==> config.mk <==
export PLATFORM = sky130hd
export DESIGN_NAME = ring_meas_ctrl_flat
export DESIGN_NICKNAME = d
export VERILOG_FILES = /design/src/rtl/ring_meas_pkg.sv /design/src/rtl/ring_meas_ctrl_if.sv /design/src/rtl/ring_edge_sync.sv /design/src/rtl/ring_meas_ctrl.sv /design/src/flat_wrapper.sv
export SDC_FILE = /design/constraint.sdc
export NUM_CORES = 1
export LEC_CHECK = 0
export ABC_CLOCK_PERIOD_IN_PS = 6800
export BUFFER_PORTS_ARGS = -buffer_cell sky130_fd_sc_hd__buf_2
export CORE_ASPECT_RATIO = 0.75
export CORE_MARGIN = 5
export CORE_UTILIZATION = 46
export DETAILED_ROUTE_END_ITERATION = 16
export PLACE_DENSITY = 0.64
export SYNTH_ARGS = -nofsm -noshare
export SYNTH_HDL_FRONTEND = slang
export SYNTH_SLANG_ARGS = --single-unit
==> constraint.sdc <==
create_clock -name clk -period 6.8 [get_ports clk]
set_input_delay 1.7 -clock clk [delete_from_list [all_inputs] [get_ports clk]]
set_output_delay 1.7 -clock clk [all_outputs]
set_load 0.01 [all_outputs]
==> src/rtl/ring_meas_pkg.sv <==
// Shared types and default sizing for the ring oscillator measurement controller.
package ring_meas_pkg;

  localparam int unsigned CNT_W_DEF  = 16;
  localparam int unsigned WIN_W_DEF  = 12;
  localparam int unsigned SETTLE_DEF = 4;
  localparam int unsigned DRAIN_DEF  = 2;

  typedef enum logic [2:0] {
    ST_IDLE    = 3'd0,
    ST_SETTLE  = 3'd1,
    ST_MEASURE = 3'd2,
    ST_STOP    = 3'd3,
    ST_REPORT  = 3'd4
  } state_e;

endpackage

==> src/rtl/ring_meas_ctrl_if.sv <==
// Control/result/ring-tap bundle of ring_meas_ctrl; slave is the controller side.
// RING_MEAS_CONT_EN adds the cont request line.
interface ring_meas_ctrl_if
  import ring_meas_pkg::*;
#(
  parameter int unsigned CNT_W = CNT_W_DEF,
  parameter int unsigned WIN_W = WIN_W_DEF
);
  logic             start;
  logic             abort;
  logic [WIN_W-1:0] window;
  logic             ring_q;
  logic             ring_en;
  logic             busy;
  logic             done;
  logic [CNT_W-1:0] count;
  logic             ovf;
`ifdef RING_MEAS_CONT_EN
  logic             cont;
`endif

  modport master (
`ifdef RING_MEAS_CONT_EN
    output cont,
`endif
    output start, abort, window, ring_q,
    input  ring_en, busy, done, count, ovf
  );

  modport slave (
`ifdef RING_MEAS_CONT_EN
    input  cont,
`endif
    input  start, abort, window, ring_q,
    output ring_en, busy, done, count, ovf
  );

endinterface

==> src/rtl/ring_edge_sync.sv <==
// Two-flop synchronizer for an asynchronous tap plus a rising-edge pulse on the synchronized value.
module ring_edge_sync (
  input  logic clk,
  input  logic rn,
  input  logic tap,
  output logic rise_c
);
  // [0] metastability stage, [1] synchronized value, [2] its delayed copy
  logic [2:0] sync_q;

  always_ff @(posedge clk or negedge rn) begin
    if (!rn) sync_q <= '0;
    else     sync_q <= {sync_q[1:0], tap};
  end

  assign rise_c = sync_q[1] & ~sync_q[2];

endmodule

==> src/rtl/ring_meas_ctrl.sv <==
// Ring oscillator sequencer and frequency meter: settle, count tap edges over a window, drain, report.
// Define RING_MEAS_CONT_EN for back-to-back measurements while bus.cont is high.
module ring_meas_ctrl
  import ring_meas_pkg::*;
#(
  parameter int unsigned CNT_W  = CNT_W_DEF,
  parameter int unsigned WIN_W  = WIN_W_DEF,
  parameter int unsigned SETTLE = SETTLE_DEF,
  parameter int unsigned DRAIN  = DRAIN_DEF
) (
  input logic             clk,
  input logic             rn,
  ring_meas_ctrl_if.slave bus
);
  localparam int unsigned      TMR_W     = WIN_W;
  localparam logic [TMR_W-1:0] SETTLE_LD = TMR_W'(SETTLE - 1);
  localparam logic [TMR_W-1:0] DRAIN_LD  = TMR_W'(DRAIN - 1);

  state_e           state_q, state_d;
  logic [TMR_W-1:0] tmr_q, tmr_d;
  logic [WIN_W-1:0] win_q, win_d;
  logic [CNT_W-1:0] cnt_q, cnt_d;
  logic             sat_q, sat_d;
  logic             abrt_q, abrt_d;
  logic             ring_en_q, busy_q, done_q, ovf_q;
  logic [CNT_W-1:0] count_q;
  logic             rise_c;
  logic             cont_c;

  ring_edge_sync u_tap_sync (
    .clk    (clk),
    .rn     (rn),
    .tap    (bus.ring_q),
    .rise_c (rise_c)
  );

`ifdef RING_MEAS_CONT_EN
  assign cont_c = bus.cont;
`else
  assign cont_c = 1'b0;
`endif

  // State register plus outputs registered from the next state
  always_ff @(posedge clk or negedge rn) begin
    if (!rn) begin
      state_q   <= ST_IDLE;
      tmr_q     <= '0;
      win_q     <= '0;
      cnt_q     <= '0;
      sat_q     <= 1'b0;
      abrt_q    <= 1'b0;
      ring_en_q <= 1'b0;
      busy_q    <= 1'b0;
      done_q    <= 1'b0;
      count_q   <= '0;
      ovf_q     <= 1'b0;
    end else begin
      state_q   <= state_d;
      tmr_q     <= tmr_d;
      win_q     <= win_d;
      cnt_q     <= cnt_d;
      sat_q     <= sat_d;
      abrt_q    <= abrt_d;
      ring_en_q <= (state_d == ST_SETTLE) || (state_d == ST_MEASURE);
      busy_q    <= (state_d != ST_IDLE);
      done_q    <= (state_d == ST_REPORT);
      if (state_d == ST_REPORT) begin
        count_q <= cnt_q;
        ovf_q   <= sat_q;
      end
    end
  end

  // Next-state, phase timer and saturating edge counter
  always_comb begin
    state_d = state_q;
    tmr_d   = tmr_q;
    win_d   = win_q;
    cnt_d   = cnt_q;
    sat_d   = sat_q;
    abrt_d  = abrt_q;
    unique case (state_q)
      ST_IDLE: begin
        if (bus.start) begin
          state_d = ST_SETTLE;
          win_d   = bus.window;
          tmr_d   = SETTLE_LD;
          cnt_d   = '0;
          sat_d   = 1'b0;
          abrt_d  = 1'b0;
        end
      end
      ST_SETTLE: begin
        if (bus.abort) begin
          state_d = ST_STOP;
          abrt_d  = 1'b1;
          tmr_d   = DRAIN_LD;
        end else if (tmr_q == '0) begin
          if (win_q == '0) begin
            state_d = ST_STOP;
            tmr_d   = DRAIN_LD;
          end else begin
            state_d = ST_MEASURE;
            tmr_d   = win_q - TMR_W'(1);
          end
        end else begin
          tmr_d = tmr_q - TMR_W'(1);
        end
      end
      ST_MEASURE: begin
        if (bus.abort) begin
          state_d = ST_STOP;
          abrt_d  = 1'b1;
          tmr_d   = DRAIN_LD;
        end else begin
          if (rise_c) begin
            if (&cnt_q) sat_d = 1'b1;
            else        cnt_d = cnt_q + CNT_W'(1);
          end
          if (tmr_q == '0) begin
            state_d = ST_STOP;
            tmr_d   = DRAIN_LD;
          end else begin
            tmr_d = tmr_q - TMR_W'(1);
          end
        end
      end
      ST_STOP: begin
        if (tmr_q == '0) state_d = abrt_q ? ST_IDLE : ST_REPORT;
        else             tmr_d   = tmr_q - TMR_W'(1);
      end
      ST_REPORT: begin
        // Continuous mode re-arms with the window latched at the original start
        if (cont_c) begin
          state_d = ST_SETTLE;
          tmr_d   = SETTLE_LD;
          cnt_d   = '0;
          sat_d   = 1'b0;
        end else begin
          state_d = ST_IDLE;
        end
      end
      default: state_d = ST_IDLE;
    endcase
  end

  assign bus.ring_en = ring_en_q;
  assign bus.busy    = busy_q;
  assign bus.done    = done_q;
  assign bus.count   = count_q;
  assign bus.ovf     = ovf_q;

endmodule

==> src/flat_wrapper.sv <==
// flat-port wrapper written by rule: the top's interface ports become plain ports
module ring_meas_ctrl_flat import ring_meas_pkg::*;
#(
  parameter int unsigned CNT_W  = CNT_W_DEF,
  parameter int unsigned WIN_W  = WIN_W_DEF,
  parameter int unsigned SETTLE = SETTLE_DEF,
  parameter int unsigned DRAIN  = DRAIN_DEF
)
  (clk, rn, bus_start, bus_abort, bus_window, bus_ring_q, bus_ring_en, bus_busy, bus_done, bus_count, bus_ovf);
  ring_meas_ctrl_if #(.CNT_W(CNT_W), .WIN_W(WIN_W)) bus_i ();
  input logic clk;
  input logic rn;
  input wire logic [$bits(bus_i.start)-1:0] bus_start;
  input wire logic [$bits(bus_i.abort)-1:0] bus_abort;
  input wire logic [$bits(bus_i.window)-1:0] bus_window;
  input wire logic [$bits(bus_i.ring_q)-1:0] bus_ring_q;
  output wire logic [$bits(bus_i.ring_en)-1:0] bus_ring_en;
  output wire logic [$bits(bus_i.busy)-1:0] bus_busy;
  output wire logic [$bits(bus_i.done)-1:0] bus_done;
  output wire logic [$bits(bus_i.count)-1:0] bus_count;
  output wire logic [$bits(bus_i.ovf)-1:0] bus_ovf;
  assign bus_i.start = bus_start;
  assign bus_i.abort = bus_abort;
  assign bus_i.window = bus_window;
  assign bus_i.ring_q = bus_ring_q;
  assign bus_ring_en = bus_i.ring_en;
  assign bus_busy = bus_i.busy;
  assign bus_done = bus_i.done;
  assign bus_count = bus_i.count;
  assign bus_ovf = bus_i.ovf;
  ring_meas_ctrl #(.CNT_W(CNT_W), .WIN_W(WIN_W), .SETTLE(SETTLE), .DRAIN(DRAIN)) u_core (.clk(clk), .rn(rn), .bus(bus_i));
endmodule
==> out/metrics.cfg <==
[outcome]
outcome=completed

[clock_network]
cts.clk_slew.worst_paths_ns=0.07
root_buffer=clkbuf_8
cts_hold_buf=0
cts-resized-gates=0
clock_latency_ns=0.35
cts_tree=built
post_cts_buffers=0
clk_path_buf_depth=2
htree_levels=3
numCtsBuffers=9
clock_sinks=68

[setup_path]
cp.required_ns=7.03
critPathTopFamily=simple AND/OR/NAND/NOR gates
critPathKind=input pin to flop
startpoint_type=input pin
crit_buf_inv=2
cp_slowest_cell=nor3_2
worstPathArrival_ns=3.53
cp-end-kind=flop
path_cells=buf_2 > nand2b_4 > nor3_2 > buf_4 > a2111oi_4 > a211o_2
worstPathMaxFanout=16
slowest_delay_ns=0.76

[synthesis]
ys.flop_type=dfrtp_1
synthAdderAreaFrac=0.0200
synth_cell_types=64
synth.area.mux_share=0.0867
synth_fp_nets=347
syn_inst=325
syn_area_sq_um=3640
synth_edf_count=0
yosysWarnings=0
synth-xor-area-share=0.0602
synth_compound_area_frac=0.141
ys_ff_latch=68
yosys.area_share.simple=0.181
ys_async_sr_fraction=1.00
avgSynthCellArea_sq_um=11.2
seq_area_frac_synth=0.468
synth_top_family_by_area=simple AND/OR/NAND/NOR gates

[sta]
maxSlewViolCount=0
setup_viol=0
period_share=0.485
fin_ws_ns=3.50
worst_pin_slew_ns=1.01
hold_viol_final=0
setup_tns_ns=0
clock_skew_ns=0.00798
rsz0062_at_grt=false
slew_headroom=0.322
max_freq_mhz=303
period_minus_slack_ns=3.30

[place]
pre_cts_ws_ns=3.12
portBuffers=36
dpl.hpwl_um=5330
gp_congestion=0.792

[cells_and_area]
syn2layout_area_growth_pct=12.1
drive_gt1_frac=0.299
diodes=0
fin_nets=381

[pwr]
irDropWorstVdd_mv=0.185
p_per_area_nw_per_um2=407
power_leakage_uw=0.00176

[floorplanning]
chipHeight_um=87.0
die_w_um=113
fp.coreArea_sq_um=7810
ioPinCount=37
die_area_sq_um=9800
rows=28
start_util=0.466

[global_route]
grt_max_degree=69
grt_pass1_wl_um=12900
track_usage=0.168
grt_pass1_vias=2544
grt_overflow=0
antenna_found_initial=0

[hold_path]
hp-class=flop to flop

[detailed_routing]
drc=0
ant_nets=0
drtPass1Iterations=4
initialDrtViolationCount=89
num_vias=2579
via_per_inst=5.50
wl_um=7440
wire_per_inst_um=15.9

[flow_run]
drv_cap=0

-- per-layer routing --
| layer | part of all wire | track usage | vias up | wire length, um |
|---|---|---|---|---|
| li1 | - | - | 1281 | - |
| met1 | 0.52 | 0.249 | 1234 | 3870 |
| met2 | 0.42 | 0.235 | 57 | 3150 |
| met3 | 0.045 | 0.0535 | 7 | 337 |
| met4 | 0.011 | 0.0459 | 0 | 81 |
| met5 | 0 | 0 | - | 0 |
-- cells by family (layout without fill, tap and decap cells) --
kind of cell / count (synthesis) / in the layout
AOI/OAI and AO/OA: 65 / 65
and+or+nand+nor: 105 / 105
DFF: 68 / 68
adders and majority gates: 6 / 6
muxes: 28 / 28
buffers and inverters: 28 / 67
xor gates and xnor gates: 25 / 25
-- report_power, final --
group | switching (uW) | total (uW) | leakage [uW] | internal [uW]
logic | 292 | 582 | 0.000780 | 290
registers | 174 | 717 | 0.000873 | 543
clock network | 154 | 361 | 0.000102 | 206
-- flip-flops by register name (all words and copies together) (netlist names) --
| name | cells |
|---|---|
| u_core.abrt_q | 1 |
| u_core.bus.busy | 1 |
| u_core.bus.count | 16 |
| u_core.bus.done | 1 |
| u_core.bus.ovf | 1 |
| u_core.bus.ring_en | 1 |
| u_core.cnt_q | 16 |
| u_core.sat_q | 1 |
| u_core.state_q | 3 |
| u_core.tmr_q | 12 |
| u_core.u_tap_sync.sync_q | 3 |
| u_core.win_q | 12 |
-- cell type report --
| class | count | area, sq um |
|---|---|---|
| Multi-Input combinational cell | 229 | 1780 |
| Tap cell | 105 | 131 |
| Sequential cell | 68 | 1700 |
| Fill cell | 729 | 3730 |
| Clock buffer | 10 | 128 |
| Inverter | 12 | 45.0 |
| Timing Repair Buffer | 39 | 203 |
| Clock inverter | 6 | 88.8 |
-- metrics by stage --
stage	power [uW]	util	cells	instance area (sq um)	hold WS, ns
2_1_floorplan	1160	-	325	3640	0.331
3_3_place_gp	1280	0.494	453	3860	0.334
3_5_place_dp	1300	0.494	453	3860	0.335
4_1_cts	1670	0.522	469	4080	0.352
5_1_grt	1790	0.522	469	4080	0.365
6_report	1660	0.522	469	4080	0.351
-- worst paths after layout --
path	cells after the start	slack, ns	end	from
max	6	3.50	u_core.tmr_q[2]	bus_start
min	0	0.35	u_core.u_tap_sync.sync_q[1]	u_core.u_tap_sync.sync_q[0]
max reg2reg	7	4.15	u_core.tmr_q[0]	u_core.tmr_q[0]
min reg2reg	0	0.35	u_core.u_tap_sync.sync_q[1]	u_core.u_tap_sync.sync_q[0]
max in group asynchronous	2	4.70	u_core.bus.count[7]	rn
min in group asynchronous	2	1.54	u_core.win_q[5]	rn
-- layout by cell type, fill, tap and decap left out, types with 7 or more instances in the layout --
cell type  Yosys  layout
a21oi_1        9       9
buf_2          3      36
clkbuf_8       2       9
dfrtp_1       68      68
inv_1         12      12
mux2_2        28      28
nand2_1       15      15
nand3_1       10      10
nor2_1        23      23
nor3_1         8       7
nor4_1         8       8
o22ai_1        8       8
o31ai_1        8       8
or4_1          7       7
xnor2_1       20      20
-- Yosys cell counts (all sizes together), types with 2 or more instances --
master	instances	area [sq um]
nand2	15	56.3
or3b	2	20.0
nor2	23	86.3
xor2	5	43.8
a2111oi	3	45.1
xnor2	20	175
ha	5	62.6
nand4	4	40.0
dfrtp	68	1700
o31ai	8	60.1
mux2	28	315
a211oi	5	37.5
or2	2	12.5
o21ai	7	35.0
nor3b	5	37.5
a21o	4	32.5
nand3	11	60.1
or4	8	61.3
inv	12	45.0
nor4b	3	41.3
and3	3	18.8
nor4	10	92.6
o22ai	8	50.1
a211o	5	47.6
nor3	8	40.0
buf	7	60.1
a21oi	9	45.0
a22o	4	40.0
clkbuf	9	55.1
nand2b	2	20.0
or3	2	12.5
nand3b	2	15.0
Note: power is estimated with default switching activity, not from simulation.
